<file path="src/rtl/div_unit.sv">
`default_nettype none
// ============================================================================
// Module  : div_unit (with helper add_sub)
// Brief   : Iterative restoring divider for RV32M DIV/DIVU/REM/REMU.
//           Produces one quotient bit per cycle through a shared add_sub
//           trial subtractor. The selected quotient or remainder is
//           returned with a one-cycle valid pulse.
// Revision: 1.0 - initial release
// ============================================================================

// Adder/subtractor. When i_sub=1 it computes i_a - i_b as i_a + ~i_b + 1.
module add_sub #(
  parameter int WIDTH = 33
) (
  input  logic [WIDTH-1:0] i_a,
  input  logic [WIDTH-1:0] i_b,
  input  logic             i_sub,
  output logic [WIDTH-1:0] o_sum
);
  assign o_sum = i_a + (i_b ^ {WIDTH{i_sub}}) + {{(WIDTH-1){1'b0}}, i_sub};
endmodule

module div_unit #(
  parameter int DATA_W = 32
) (
  input  logic              i_clk,
  input  logic              i_rst,
  input  logic              i_start,
  input  logic [1:0]        i_op,
  input  logic [DATA_W-1:0] i_op_a,
  input  logic [DATA_W-1:0] i_op_b,
  output logic              o_busy,
  output logic              o_valid,
  output logic [DATA_W-1:0] o_result
);

  localparam int                CNT_W    = $clog2(DATA_W);
  localparam logic [CNT_W-1:0]  CNT_LAST = CNT_W'(DATA_W - 1);
  localparam logic [DATA_W-1:0] C_MIN    = {1'b1, {(DATA_W-1){1'b0}}};

  typedef enum logic [1:0] {
    S_IDLE = 2'd0,
    S_CALC = 2'd1,
    S_FIX  = 2'd2,
    S_DONE = 2'd3
  } state_t;

  state_t              state_q, state_d;
  logic                rem_sel_q, rem_sel_d;   // 1: return remainder
  logic                neg_q_q, neg_q_d;       // negate quotient in FIX
  logic                neg_r_q, neg_r_d;       // negate remainder in FIX
  logic                special_q, special_d;   // quo_q holds a preloaded result
  logic [DATA_W-1:0]   quo_q, quo_d;           // dividend shifts out, quotient in
  logic [DATA_W:0]     rem_q, rem_d;
  logic [DATA_W-1:0]   dvsr_q, dvsr_d;
  logic [CNT_W-1:0]    cnt_q, cnt_d;
  logic [DATA_W-1:0]   result_q, result_d;

  logic              w_accept;
  logic              w_signed, w_sa, w_sb;
  logic              w_div0, w_ovf;
  logic [DATA_W-1:0] w_abs_a, w_abs_b, w_special;
  logic [DATA_W:0]   w_rem_sh, w_trial;
  logic [DATA_W-1:0] w_quo_fix, w_rem_fix;
  logic              w_rem_msb_unused;

  // Restoring steps keep the remainder below the divisor, so its top bit
  // only matters transiently inside the trial subtraction.
  assign w_rem_msb_unused = rem_q[DATA_W];

  // Operand conditioning for an incoming start
  assign w_accept  = i_start && ((state_q == S_IDLE) || (state_q == S_DONE));
  assign w_signed  = ~i_op[0];
  assign w_sa      = w_signed & i_op_a[DATA_W-1];
  assign w_sb      = w_signed & i_op_b[DATA_W-1];
  assign w_abs_a   = w_sa ? -i_op_a : i_op_a;
  assign w_abs_b   = w_sb ? -i_op_b : i_op_b;
  assign w_div0    = (i_op_b == '0);
  assign w_ovf     = w_signed && (i_op_a == C_MIN) && (i_op_b == '1);
  assign w_special = w_div0 ? (i_op[1] ? i_op_a : '1)
                            : (i_op[1] ? '0     : C_MIN);

  // Trial subtraction: shifted partial remainder minus the zero-extended divisor
  assign w_rem_sh = {rem_q[DATA_W-1:0], quo_q[DATA_W-1]};

  add_sub #(.WIDTH(DATA_W + 1)) u_trial_sub (
    .i_a   (w_rem_sh),
    .i_b   ({1'b0, dvsr_q}),
    .i_sub (1'b1),
    .o_sum (w_trial)
  );

  // Sign restoration: quotient by sign mismatch, remainder follows the dividend
  assign w_quo_fix = neg_q_q ? -quo_q : quo_q;
  assign w_rem_fix = neg_r_q ? -rem_q[DATA_W-1:0] : rem_q[DATA_W-1:0];

  // State register and datapath registers
  always_ff @(posedge i_clk or posedge i_rst) begin
    if (i_rst) begin
      state_q   <= S_IDLE;
      rem_sel_q <= 1'b0;
      neg_q_q   <= 1'b0;
      neg_r_q   <= 1'b0;
      special_q <= 1'b0;
      quo_q     <= '0;
      rem_q     <= '0;
      dvsr_q    <= '0;
      cnt_q     <= '0;
      result_q  <= '0;
    end else begin
      state_q   <= state_d;
      rem_sel_q <= rem_sel_d;
      neg_q_q   <= neg_q_d;
      neg_r_q   <= neg_r_d;
      special_q <= special_d;
      quo_q     <= quo_d;
      rem_q     <= rem_d;
      dvsr_q    <= dvsr_d;
      cnt_q     <= cnt_d;
      result_q  <= result_d;
    end
  end

  // Next-state and datapath update for each state
  always_comb begin
    state_d   = state_q;
    rem_sel_d = rem_sel_q;
    neg_q_d   = neg_q_q;
    neg_r_d   = neg_r_q;
    special_d = special_q;
    quo_d     = quo_q;
    rem_d     = rem_q;
    dvsr_d    = dvsr_q;
    cnt_d     = cnt_q;
    result_d  = result_q;

    case (state_q)
      S_IDLE, S_DONE: begin
        state_d = S_IDLE;
        if (w_accept) begin
          rem_sel_d = i_op[1];
          neg_q_d   = w_sa ^ w_sb;
          neg_r_d   = w_sa;
          special_d = w_div0 | w_ovf;
          dvsr_d    = w_abs_b;
          rem_d     = '0;
          cnt_d     = '0;
          if (w_div0 || w_ovf) begin
            quo_d   = w_special;
            state_d = S_FIX;
          end else begin
            quo_d   = w_abs_a;
            state_d = S_CALC;
          end
        end
      end
      S_CALC: begin
        if (!w_trial[DATA_W]) begin
          rem_d = w_trial;
          quo_d = {quo_q[DATA_W-2:0], 1'b1};
        end else begin
          rem_d = w_rem_sh;
          quo_d = {quo_q[DATA_W-2:0], 1'b0};
        end
        cnt_d = cnt_q + CNT_W'(1);
        if (cnt_q == CNT_LAST) begin
          state_d = S_FIX;
        end
      end
      S_FIX: begin
        if (special_q) begin
          result_d = quo_q;
        end else begin
          result_d = rem_sel_q ? w_rem_fix : w_quo_fix;
        end
        state_d = S_DONE;
      end
      default: state_d = S_IDLE;
    endcase
  end

  assign o_busy   = (state_q == S_CALC) || (state_q == S_FIX);
  assign o_valid  = (state_q == S_DONE);
  assign o_result = result_q;

endmodule
`default_nettype wire
</file>
<file path="config.mk">
export PLATFORM = sky130hd
export DESIGN_NAME = div_unit
export DESIGN_NICKNAME = d
export VERILOG_FILES = /design/src/rtl/div_unit.sv
export SDC_FILE = /design/constraint.sdc
export NUM_CORES = 1
export LEC_CHECK = 0
export BUFFER_PORTS_ARGS = -buffer_cell sky130_fd_sc_hd__buf_4
export CORE_MARGIN = 3
export CORE_UTILIZATION = 55
export CTS_BUF_LIST = sky130_fd_sc_hd__clkbuf_8
export DETAILED_ROUTE_END_ITERATION = 12
export PLACE_DENSITY = 0.77
export SETUP_SLACK_MARGIN = 0.02
export SLEW_MARGIN = 20
export SYNTH_ARGS = -nofsm -noshare
export SYNTH_HDL_FRONTEND = slang
export SYNTH_HIERARCHICAL = 1
export SYNTH_SLANG_ARGS = --single-unit
</file>
<file path="constraint.sdc">
create_clock -name i_clk -period 4.3 [get_ports i_clk]
set_clock_uncertainty 0.1 [all_clocks]
set_input_delay 0.215 -clock i_clk [delete_from_list [all_inputs] [get_ports i_clk]]
set_output_delay 0.215 -clock i_clk [all_outputs]
set_load 0.05 [all_outputs]
</file>
---- Word level (Yosys, flattened, before mapping) ----
Index checks and enable logic that the tools add are counted.
operators by class
  add/subtract/negate cells ............... 7
  $mul .................................... 0
  divide/modulo/power cells ............... 0
  order comparisons ....................... 0
  equality and inequality tests ........... 8
  shift-type cells ........................ 0
  mux-type cells .......................... 22
  bitwise operators ....................... 6
  reductions and logical operators ........ 12
operators with widths
  operator                                                               count
  32-bit two-way mux                                                     13
  32-bit negator                                                         4
  32-bit one-hot mux with 2 select lines                                 2
  32-bit equality test, second input constant                            2
  33-bit by 1-bit adder with 33-bit output, second input constant        1
  33-bit adder                                                           1
  32-bit inverter with 33-bit output                                     1
  32-bit zero test                                                       1
  5-bit one-hot mux with 2 select lines                                  1
  2-bit two-way mux                                                      3
  2-bit one-hot mux with 3 select lines                                  1
  5-bit by 1-bit adder with 5-bit output, second input constant          1
  5-bit equality test, second input constant                             1
  5-bit two-way mux                                                      1
  2-bit equality test, second input constant                             2
  2-bit != test, second input constant                                   2
  2-bit AND reduction                                                    2
  1-bit logical AND                                                      3
  1-bit logical OR                                                       3
  1-bit AND                                                              2
  2-bit by 1-bit equality test with 1-bit output, second input constant  1
  2-bit zero test                                                        1
  2-bit nonzero test                                                     1
  2-bit OR reduction                                                     1
  4 further kinds                                                        4
storage, ports and cells
  register bits ........................... 139
  bits in latches ......................... 0
  memory bits (writable) .................. 0
  memory bits (read-only) ................. 0
  output and inout port bits .............. 34
  memories ................................ 0

---- Longest topological paths before layout ----
  word-level depth ........................ 7
  depth in mapped cells ................... 17
  gate-level depth less buffers ........... 13

---- Hierarchy ----
The synthesis kept the hierarchy.
by module, submodules not included
  module    times used  cells an instance  area an instance (µm²)
  div_unit  1           1207               9880.7
  add_sub   1           323                2253.4

---- Worst setup path after synthesis ----
OpenSTA, ideal clock, no wires.
  path kind ............................... register to register
  start ................................... register dvsr_q[1]
  end ..................................... register quo_q[0]
  setup time .............................. 128 ps
  arrival time ............................ 3297 ps
  data required time ...................... 4072 ps
  path slack .............................. 775 ps
  stages on the path, launching flop included .. 16
  clock period less this slack ............ 3525 ps
  path through ............................ dfrtp_1 -> xor2_1 -> inv_1 -> fa_1 -> nand2b_1 -> a21oi_1 -> o2111ai_1 -> a31oi_1 -> o2111ai_1 -> and4b_1 -> nor3_1 -> clkbuf_1 -> buf_1 -> mux2i_1 -> a21oi_1 -> o21ai_0
between the ends
  cells in the longest elaborated chain, start to end .. 5
ends and longest elaborated chain
  element                                       RTL line  source
  start, declared                               55        logic [DATA_W-1:0] dvsr_q, dvsr_d;
  start signal, assigned                        118       dvsr_q <= dvsr_d;
  32-bit inverter with 33-bit output (no line)  -
  33-bit adder                                  20        assign o_sum = i_a + (i_b ^ {WIDTH{i_sub}}) + {{(WIDTH-1){1'b0}}, i_sub};
  33-bit by 1-bit adder with 33-bit output      20
  net w_trial[32]                               63        logic [DATA_W:0] w_rem_sh, w_trial;
  1-bit two-way mux                             158       if (!w_trial[DATA_W]) begin
  32-bit one-hot mux with 2 select lines        137       case (state_q)
  end signal, assigned                          116       quo_q <= quo_d;
  end, declared                                 53        logic [DATA_W-1:0] quo_q, quo_d;
The timed path passes the listed nets, and every way through them passes these cells.
A chain may end at the register's enable or synchronous reset.

---- Worst setup path after layout ----
  start ................................... register dvsr_q[1]
  end ..................................... register rem_q[11]
between the ends
  cells in the longest elaborated chain, start to end .. 5
ends and longest elaborated chain
  element                                       RTL line  source
  32-bit inverter with 33-bit output (no line)  -
  33-bit adder                                  20
  33-bit by 1-bit adder with 33-bit output      20
  net w_trial[32]                               63
  32-bit two-way mux                            158
  32-bit one-hot mux with 2 select lines        137
  end signal, assigned                          117       rem_q <= rem_d;
  end, declared                                 54        logic [DATA_W:0] rem_q, rem_d;
The timed path passes the listed nets, and every way through them passes these cells.

==> impl_metrics.json <==
{
  "cts_root_buf": "clkbuf_8",
  "drv_slew": 0,
  "grt_pass1_vias": 11513,
  "cp_cell_sequence": "xor2_1, inv_1, fa_1, nand2b_1, a21oi_1, o2111ai_1, a31oi_1, o2111ai_1, and4b_1, nor3_2, buf_12, buf_4, mux2i_1, o31ai_1",
  "startpoint": "dvsr_q[1]",
  "routed_wl_mm": 38.5,
  "drtPass1Iterations": 5,
  "via_count": 12544,
  "path_clk_slew_ns": 0.10,
  "hold_violations": 0,
  "async_flop_share_pct": 100,
  "ff2ff_path_depth": 14,
  "finalCritPeriodShare_pct": 92.6,
  "max_freq_mhz": 251,
  "yosys-top-cells-area": "dfrtp_1, nand2_1, o21ai_0",
  "synthSimpleGateAreaFrac_pct": 22.1,
  "p_clk_share_pct": 10.5,
  "worstPathArrival_ns": 4.24,
  "muxShareOfSynthArea_pct": 3.80,
  "nets": 1727,
  "fill_cells": 1848,
  "cts_tree": "built",
  "cap_violations": 0,
  "worstMarginPinSlew_ns": 1.00,
  "p_per_area_nw_per_um2": 731,
  "synthAdderAreaFrac_pct": 4.39,
  "r2r_end": "rem_q[11]",
  "multi_input_area_um2": 8020,
  "grt_max_degree": 69,
  "seqPwrFrac_pct": 26.2,
  "synth_area_leader_cell": "dfrtp_1",
  "cpPeakStageDelay_ns": 0.43,
  "gp_congestion": 0.982,
  "end_kind": "register",
  "yosysSeqAreaShare_pct": 28.7,
  "die_w_um": 155,
  "core.rowCount": 53,
  "cts_max_path_buffers": 2,
  "p_sw_uw": 5400,
  "crit_path_start_kind": "register",
  "drc": 0,
  "gr-total-overflow": 0,
  "area_growth_pct": 13.9,
  "switching_share_pct": 53.5,
  "status": "finished, final reports clean",
  "numCtsBuffers": 17,
  "dpl_cell_area_um2": 13000,
  "worstPathRequired_ns": 4.56,
  "io_buffers": 102,
  "wl_per_cell_um": 20.2,
  "antennaDiodeCount": 0,
  "ys_ff_latch": 139,
  "grt_util_all_layers_pct": 31.6,
  "synthCells": 1530,
  "yosysTopAreaCellShare_pct": 28.7,
  "final_common_cell": "nand2_1",
  "dp.cells": 1828,
  "r2r_setup_slack_ns": 0.32,
  "io_pins": 103,
  "final-setup-viol-count": 0,
  "final_area_um2": 13800,
  "comb_power_share_pct": 63.3,
  "die_h_um": 155,
  "drt-initial-drc-count": 1403,
  "crit_type": "register to register",
  "p_int_uw": 4700,
  "cp_max_fo": 14,
  "htree_levels": 4,
  "synth_top_family_by_area": "compound AO/OA/AOI/OAI gates",
  "syn_avg_cell_area_um2": 7.93,
  "yosysUniqueCellTypes": 91,
  "fin_cells": 1904,
  "cp_slowest_cell": "fa_1",
  "power.leakage_uw": 0.00582,
  "regArea_um2": 3480,
  "grt_pass1_wl_mm": 61.5,
  "synth_area_um2": 12100,
  "via_per_inst": 6.59,
  "rsz0062_at_grt": "false",
  "core_region_area_um2": 21400,
  "vdd_drop_max_uv": 363,
  "final.setup.tns_ns": 0,
  "insertion_delay_ns": 0.47,
  "yosysWarnings": 6,
  "synth_flop_cell": "dfrtp_1",
  "antenna_found_initial": 0,
  "synth_edf_count": 0,
  "initial_utilization_pct": 56.8,
  "synth_nets": 1641,
  "post-dp-hpwl_mm": 28.5,
  "cts_sinks": 139,
  "cpMostUsedCell": "o2111ai_1",
  "layout_min_cycle_time_ns": 3.98,
  "drive_above_1_share_pct": 12.4,
  "slew_headroom_pct": 33.1,
  "synth_compound_area_share_pct": 26.8,
  "final_antenna_net_count": 0,
  "fp.dieArea_um2": 23900,
  "min_path_type": "input pin to register",
  "min-delay-start": "i_op_b[24]",
  "crit_path_end": "rem_q[11]",
  "mostFrequentLayoutCells": "nand2_1, dfrtp_1, buf_4",
  "synthXorXnorAreaFrac_pct": 8.81,
  "r2r_start": "dvsr_q[1]"
}
[sequential cells by signal, summed over array words and instances, names as in the netlist]
signal     cells
state_q        2
neg_r_q        1
rem_sel_q      1
special_q      1
rem_q         32
neg_q_q        1
quo_q         32
o_result      32
dvsr_q        32
cnt_q          5
[through the flow]
step	hold slack (ns)	power [uW]	worst slack (ns)	utilization, %
2_1_floorplan	0.203	7110	0.260	-
3_3_place_gp	0.241	8700	0.578	60.9
3_5_place_dp	0.251	8860	0.382	60.9
4_1_cts	0.00159	9960	0.357	64.7
5_1_grt	0.0370	10800	0.110	64.7
6_report	0.00492	10100	0.318	64.7
[cell type report]
type                            instances  share of cell area [%]
Clock buffer                           17                    1.69
Clock inverter                         15                    1.01
Tap cell                              275                    2.49
Multi-Input combinational cell       1239                    58.0
Sequential cell                       139                    25.2
Timing Repair Buffer                  172                    10.3
Inverter                               47                    1.31
[worst max-delay path: cells and delay by family (launching register included)]
kind	cells	cell delay, ns
xor+xnor	1	0.19
flops	1	0.40
compound gates	5	1.36
mux	1	0.10
fa+ha+maj	1	0.43
buf+inv	3	0.51
simple gates	3	0.79
[worst min path at each step]
stage	endpoint	slack (ns)	depth (start not counted)
global route	dvsr_q[14]	0.04	3
CTS	dvsr_q[24]	0.002	3
detailed placement	o_result[26]	0.25	2
floorplan	quo_q[5]	0.20	1
finish	dvsr_q[24]	0.005	3
global placement	o_result[12]	0.24	2
[cells in the mapped netlist (all sizes together), types with 8 or more instances]
master	instances
xnor2	55
nor2b	8
a211oi	14
nand4	29
nor4	25
o21ai	125
clkbuf	76
o211ai	18
ha	41
o21a	10
or4	21
nor3	42
and3	16
or3	30
o311ai	9
o31ai	56
buf	28
nor2	118
o22ai	16
inv	46
a21o	18
a31oi	29
a21oi	100
nand3	34
mux2i	36
mux2	9
nand2b	19
dfrtp	139
o221ai	11
o41ai	17
nand2	163
xor2	67
[kinds of logic (layout without fill, tap and decap cells)]
family	after synthesis	count (layout)
simple gates	537	537
flops	139	139
buf+inv	152	251
compound gates	491	491
other cells	2	2
mux	45	45
xor+xnor	122	122
fa+ha+maj	42	42
[power by group through the flow]
| stage | clock network, uW | logic, uW | registers, uW |
|---|---|---|---|
| 2_1_floorplan | 0 | 4310 | 2800 |
| 3_5_place_dp | 0 | 6230 | 2630 |
| 4_1_cts | 1070 | 6290 | 2610 |
| 5_1_grt | 1120 | 6980 | 2710 |
| 6_report | 1060 | 6390 | 2650 |
| 3_3_place_gp | 0 | 6110 | 2600 |
[layer usage]
metal  part of all wire, %  vias up  GRT usage [%]
met5                     0        -              0
met1                    43     5940           46.6
met4                   2.7        0           9.88
met3                   9.9       71           5.15
li1                      -     5855              -
met2                    44      678           47.8
[timing repair]
item	in CTS	in global routing
setup buffers	0	0
hold buffers	44	0
hold endpoints to repair	107	0
resized for setup	0	0
Power figures use the tool's default switching activity.
